### src/rtl/spi_read_seq.sv
// SPI NOR read sequencer (mode 0). It sends the read opcode and a 24-bit address,
// then streams len bytes back through a single-entry rd_valid/rd_ready holding register.
//
// state   | meaning
// IDLE    | no transfer; req_ready high
// CMD     | shifting out the 8-bit read opcode
// ADDR    | shifting out the 24-bit byte address, MSB first
// DATA    | clocking in data bytes; mosi held low
// HOLD    | cs_n high; waits the deselect time and for the last byte to drain
module spi_read_seq #(
  parameter int unsigned CLK_DIV = 2,
  parameter logic [7:0]  CMD     = 8'h03
) (
  input  logic        clk,
  input  logic        rst_n,
  input  logic        req_valid,
  output logic        req_ready,
  input  logic [23:0] req_addr,
  input  logic [7:0]  req_len,
  output logic        sclk,
  output logic        cs_n,
  output logic        mosi,
  input  logic        miso,
  output logic        rd_valid,
  output logic [7:0]  rd_data,
  input  logic        rd_ready,
  output logic        busy
);

  typedef enum logic [2:0] {
    ST_IDLE,
    ST_CMD,
    ST_ADDR,
    ST_DATA,
    ST_HOLD
  } state_t;

  localparam logic [7:0] DIV_LOAD = 8'(CLK_DIV - 1);

  state_t      state_q, state_d;
  logic [7:0]  div_q, div_d;
  logic        sclk_q, sclk_d;
  logic [4:0]  bit_q, bit_d;
  logic [31:0] tx_q, tx_d;
  logic [8:0]  byte_q, byte_d;
  logic [6:0]  rx_q, rx_d;
  logic [7:0]  rd_data_q, rd_data_d;
  logic        rd_valid_q, rd_valid_d;

  logic in_xfer;
  logic div_tc;
  logic accept;
  logic stall;

  assign in_xfer = (state_q == ST_CMD) || (state_q == ST_ADDR) || (state_q == ST_DATA);
  assign div_tc  = (div_q == 8'd0);
  assign accept  = req_valid && (state_q == ST_IDLE);
  // The first rise of a byte waits until the holding register has room.
  assign stall   = (state_q == ST_DATA) && !sclk_q && div_tc && (bit_q == 5'd7) &&
                   rd_valid_q && !rd_ready;

  always_ff @(posedge clk) begin
    if (!rst_n) begin
      state_q    <= ST_IDLE;
      div_q      <= 8'd0;
      sclk_q     <= 1'b0;
      bit_q      <= 5'd0;
      tx_q       <= 32'd0;
      byte_q     <= 9'd0;
      rx_q       <= 7'd0;
      rd_data_q  <= 8'd0;
      rd_valid_q <= 1'b0;
    end else begin
      state_q    <= state_d;
      div_q      <= div_d;
      sclk_q     <= sclk_d;
      bit_q      <= bit_d;
      tx_q       <= tx_d;
      byte_q     <= byte_d;
      rx_q       <= rx_d;
      rd_data_q  <= rd_data_d;
      rd_valid_q <= rd_valid_d;
    end
  end

  always_comb begin
    state_d    = state_q;
    div_d      = div_q;
    sclk_d     = sclk_q;
    bit_d      = bit_q;
    tx_d       = tx_q;
    byte_d     = byte_q;
    rx_d       = rx_q;
    rd_data_d  = rd_data_q;
    rd_valid_d = rd_valid_q && !rd_ready;

    case (state_q)
      ST_IDLE: begin
        if (accept) begin
          state_d = ST_CMD;
          tx_d    = {CMD, req_addr};
          byte_d  = (req_len == 8'd0) ? 9'd256 : {1'b0, req_len};
          bit_d   = 5'd7;
          div_d   = DIV_LOAD;
          sclk_d  = 1'b0;
        end
      end

      ST_CMD, ST_ADDR, ST_DATA: begin
        if (!div_tc) begin
          div_d = div_q - 8'd1;
        end else if (!sclk_q) begin
          if (!stall) begin
            sclk_d = 1'b1;
            div_d  = DIV_LOAD;
            if (state_q == ST_DATA) begin
              rx_d = {rx_q[5:0], miso};
              if (bit_q == 5'd0) begin
                rd_data_d  = {rx_q, miso};
                rd_valid_d = 1'b1;
              end
            end
          end
        end else begin
          // End of the high phase closes the bit.
          sclk_d = 1'b0;
          div_d  = DIV_LOAD;
          tx_d   = {tx_q[30:0], 1'b0};
          bit_d  = bit_q - 5'd1;
          if (bit_q == 5'd0) begin
            case (state_q)
              ST_CMD: begin
                state_d = ST_ADDR;
                bit_d   = 5'd23;
              end
              ST_ADDR: begin
                state_d = ST_DATA;
                bit_d   = 5'd7;
              end
              default: begin
                bit_d = 5'd7;
                if (byte_q == 9'd1) begin
                  state_d = ST_HOLD;
                end else begin
                  byte_d = byte_q - 9'd1;
                end
              end
            endcase
          end
        end
      end

      ST_HOLD: begin
        if (!div_tc) begin
          div_d = div_q - 8'd1;
        end else if (!rd_valid_q) begin
          state_d = ST_IDLE;
        end
      end

      default: begin
        state_d = ST_IDLE;
      end
    endcase
  end

  assign req_ready = (state_q == ST_IDLE);
  assign busy      = (state_q != ST_IDLE);
  assign sclk      = sclk_q;
  assign cs_n      = !in_xfer;
  assign mosi      = ((state_q == ST_CMD) || (state_q == ST_ADDR)) ? tx_q[31] : 1'b0;
  assign rd_valid  = rd_valid_q;
  assign rd_data   = rd_data_q;

endmodule

### config.mk
export PLATFORM = sky130hd
export DESIGN_NAME = spi_read_seq
export DESIGN_NICKNAME = d
export VERILOG_FILES = /design/src/rtl/spi_read_seq.sv
export SDC_FILE = /design/constraint.sdc
export NUM_CORES = 1
export LEC_CHECK = 0
export ABC_AREA = 1
export CORE_ASPECT_RATIO = 1.25
export CORE_UTILIZATION = 28
export DETAILED_ROUTE_END_ITERATION = 8
export GPL_TIMING_DRIVEN = 0
export PLACE_DENSITY = 0.58
export SLEW_MARGIN = 25
export SYNTH_ARGS = -nofsm -noshare
export SYNTH_HDL_FRONTEND = slang
export SYNTH_SLANG_ARGS = --single-unit
### constraint.sdc
create_clock -name clk -period 2.6 [get_ports clk]
set_input_delay 0.26 -clock clk [delete_from_list [all_inputs] [get_ports clk]]
set_output_delay 0.26 -clock clk [all_outputs]
set_load 0.01 [all_outputs]
==> results by stage <==
Status:
- The flow ran to the end, and the final reports show no timing, DRC or antenna violations.

CTS:
- No sink is reached through more buffers than the 2 on the longest clock path.
- TritonCTS created 9 clock buffers.
- The maximum level of the CTS H-tree is 3.
- The number of setup buffers added after CTS is 0.
- The clock tree root driver cell is clkbuf_16.
- For this design, the CTS-stage hold fixing added 0 buffers.
- CTS saw between 70 and 80 sinks.
- The clock latency of the later-clocked register in the worst-skew pair is between 0.3 and 0.4 ns.
- The post-CTS clock slew at the launch and capture registers of the worst setup and hold paths is ~0.06 ns.
- TritonCTS built the clock tree.
- The post-cts repair resize count is 0.

Setup path:
- The maximum fanout along the worst path is 10.
- The launching instance or port of the critical path is state_q[1]$_SDFFE_PN0P_.
- The kind of capture point of the worst setup path is an output pin.
- The startpoint identified for the worst register-to-register timing path is div_q[0]$_SDFFE_PN0P_.
- The startpoint type of the worst setup path is a flip-flop.
- The worst path arrival time is between 2 and 2.5 ns.
- The critical path is of the reg2out type.
- The critical path required time is around 2.3 ns.

Timing:
- The post-route fraction of the period consumed by the critical path is approximately 92%.
- For the final routed database, the setup TNS stands at 0 ns.
- Subtracting the final worst setup slack from the clock period gives between 2 and 2.5 ns.
- Once routing completed, OpenROAD measured the worst setup slack at around 0.20 ns.
- For this run, the top clock speed supported by timing is 417 MHz.
- The count of endpoints failing hold in the final timing report is 0.
- The worst pin sits at a relative slew slack of between 50% and 60%.
- Setup violations remaining at the end of the flow were counted as 0.
- Setup repair after global routing left no endpoint under its margin.
- The transition at the pin with the smallest max-transition slack is approximately 0.62 ns.
- The count of pins over their slew limit is 0.
- The worst-case clock skew is around 0.0050 ns.

Placement:
- Including well taps, the total number of placed cells is 840.
- After legalization and detailed placement, the total HPWL measured around 7300 um.
- The last weighted congestion value of the routability-driven placer is between 0.8 and 0.9.
- During placement, the flow inserted port buffers numbering 49.
- After detailed placement, the total cell area comes to roughly 0.0047 mm^2.
- At the placement stage, the worst setup path has a slack of 0.551 ns.

Min path:
- The worst hold path begins at rst_n.
- The classification of the worst-slack hold path is in2reg.

Floorplanning:
- The die covers around 0.015 mm^2.
- In this run the core area contains 48 standard-cell rows.
- The number of top-level design ports is a little over 50.
- From bottom edge to top edge, the die measures about 130 um.
- The floorplan step set the die width to ~110 um.
- The core outline area is between 0.01 and 0.015 mm^2.
- The initial utilization of the core area, before any placement, comes to between 20 and 30%.

Final layout:
- The net count of the finished layout is 720.
- From synthesis to final layout, the design area changed by 25.5%.
- Cells fill between 30% and 40% of the core in the end.
- The final instance count without filler cells is approximately 860.
- After routing the design area is roughly 0.0050 mm^2.
- The number of antenna diodes in the final layout is 0.
- The post-route netlist has about 9.0% of its cells at a drive strength greater than 1.

Drt:
- The final layout contains routed wiring with a total length of 10000 um.
- The first-pass iteration count of the detailed router is 5.
- The count of nets left with antenna violations once routing finished came out at 0.
- The via density per instance is around 4.5.
- The DRC violations left is 0.
- The final route contains between 3000 and 4000 vias.
- The average routed wire per standard cell is 11.7 um.
- The violation count after the first detailed-route iteration is ~160.

Synthesis:
- The number of enable-type register cells in the synthesized netlist is 0.
- Yosys attributes the largest share of cell area to dfxtp_1 37%, nand2_1 16%, nor2_1 9.4%.
- Sorting the synthesized cells by how often they occur yields 170 x nand2_1, 99 x nor2_1, 74 x dfxtp_1.
- Summing the sequential cell areas from Yosys gives between 30% and 40% of the chip area.
- The post-synthesis async set-or-reset flop share is 0%.
- The netlist uses 32 different library cells.
- The cell area that synthesis handed to floorplanning was 0.00396 mm^2.
- The most used flip-flop cell after synthesis is dfxtp_1.
- The per-instance average area after synthesis is approximately 6.4 um^2.
- The top-area cell type share of the netlist area is roughly 37%.
- After synthesis the netlist holds a flip-flop and latch count of between 70 and 80.
- Synthesis handed over a netlist of a little over 600 instances.
- Of all cell types, the one taking the most synthesized area is dfxtp_1.
- The number of nets produced by synthesis is between 600 and 700.
- The synthesis warning total is 0.
- nand2_1 is the most common cell in the netlist.

GRT:
- Summed over all layers, the global routing overflow is 0.
- Entering global routing, the biggest net connects 13 pins.
- The via count of the first global-routing pass came to roughly 3600.
- Across every metal layer, demand over resource in global routing totals 14.7%.
- The first-pass GRT wire length is roughly 17000 um.
- The number of antenna violations at the first check in global routing is 0.

Power and ir drop:
- For this design the static power due to leakage is 2.18 nW.
- In this run the power density over the cells is between 1000 and 1500 mW/mm^2.
- VDD sags by at most between 0.0004 and 0.0005 V.

Run:
- The max-cap check violation count is 0.
==> layout by cell type (no fill, tap or decap), types with 9 or more instances in the layout <==
cell,n
a21oi_1,24
buf_2,11
clkbuf_1,10
clkbuf_16,9
clkdlybuf4s50_1,49
dfxtp_1,74
inv_1,52
inv_2,9
nand2_1,170
nand3_1,40
nor2_1,99
nor3_1,12
o21ai_0,60
==> worst max-delay path, stage by stage, from the launching register on <==
cell and delay, ns:
dfxtp_1 0.35, nor2_1 0.23, nor2_4 0.09, inv_2 0.08, buf_2 0.22, buf_2 0.27, clkdlybuf4s50_1 0.57
==> report_power, final <==
| part | total [mW] | switching [mW] | internal, mW |
|---|---|---|---|
| logic | 3.14 | 2.02 | 1.12 |
| registers | 1.65 | 0.214 | 1.44 |
| clock network | 1.25 | 0.477 | 0.770 |
==> state kept, by name (all words and copies together) (netlist names) <==
| register | count |
|---|---|
| rd_valid | 1 |
| sclk | 1 |
| div_q | 8 |
| byte_q | 9 |
| rd_data | 8 |
| state_q | 3 |
| tx_q | 32 |
| bit_q | 5 |
| rx_q | 7 |
==> metrics by stage <==
step	hold slack, ns	power [mW]
after floorplan	0.401	4.02
after global placement	0.446	4.83
after detailed placement	0.449	4.82
after CTS	0.304	6.10
after global routing	0.338	6.62
final	0.313	6.04
==> metal layers <==
metal	vias up	GRT usage, %	wire length, um
li1	2078	-	-
met1	1700	18.8	4930
met4	0	7.06	230
met5	-	0	0
met3	12	2.80	439
met2	71	23.4	4420
==> final timing paths <==
path | end | slack (ns) | cells after the start
min reg2reg | rx_q[2]$_SDFFE_PN0P_ | 0.46 | 2
max reg2reg | div_q[5]$_SDFFE_PN0P_ | 0.69 | 11
min | tx_q[6]$_SDFFE_PN0P_ | 0.31 | 3
max | cs_n | 0.20 | 6
==> layout make-up <==
| class | count | area (um^2) |
|---|---|---|
| buffer | 27 | 164 |
| clock buffer | 12 | 246 |
| clock inverter | 4 | 51.3 |
| fill | 1564 | 8850 |
| inverter | 62 | 235 |
| multi-input combinational | 453 | 2080 |
| sequential | 74 | 1480 |
| tap | 175 | 219 |
| timing repair buffer | 49 | 490 |
==> cell families (layout without fill, tap and decap cells) <==
kind of cell               Yosys count  after routing  synth area share (%)
AOI/OAI and AO/OA                   92             92                  11.9
adders and majority gates            7              7                  2.21
xor gates and xnor gates             4              4                 0.885
DFF                                 74             74                  37.4
and+or+nand+nor                    350            350                  37.5
buffers and inverters               89            154                  10.1
(Power assumes the default switching activity.)
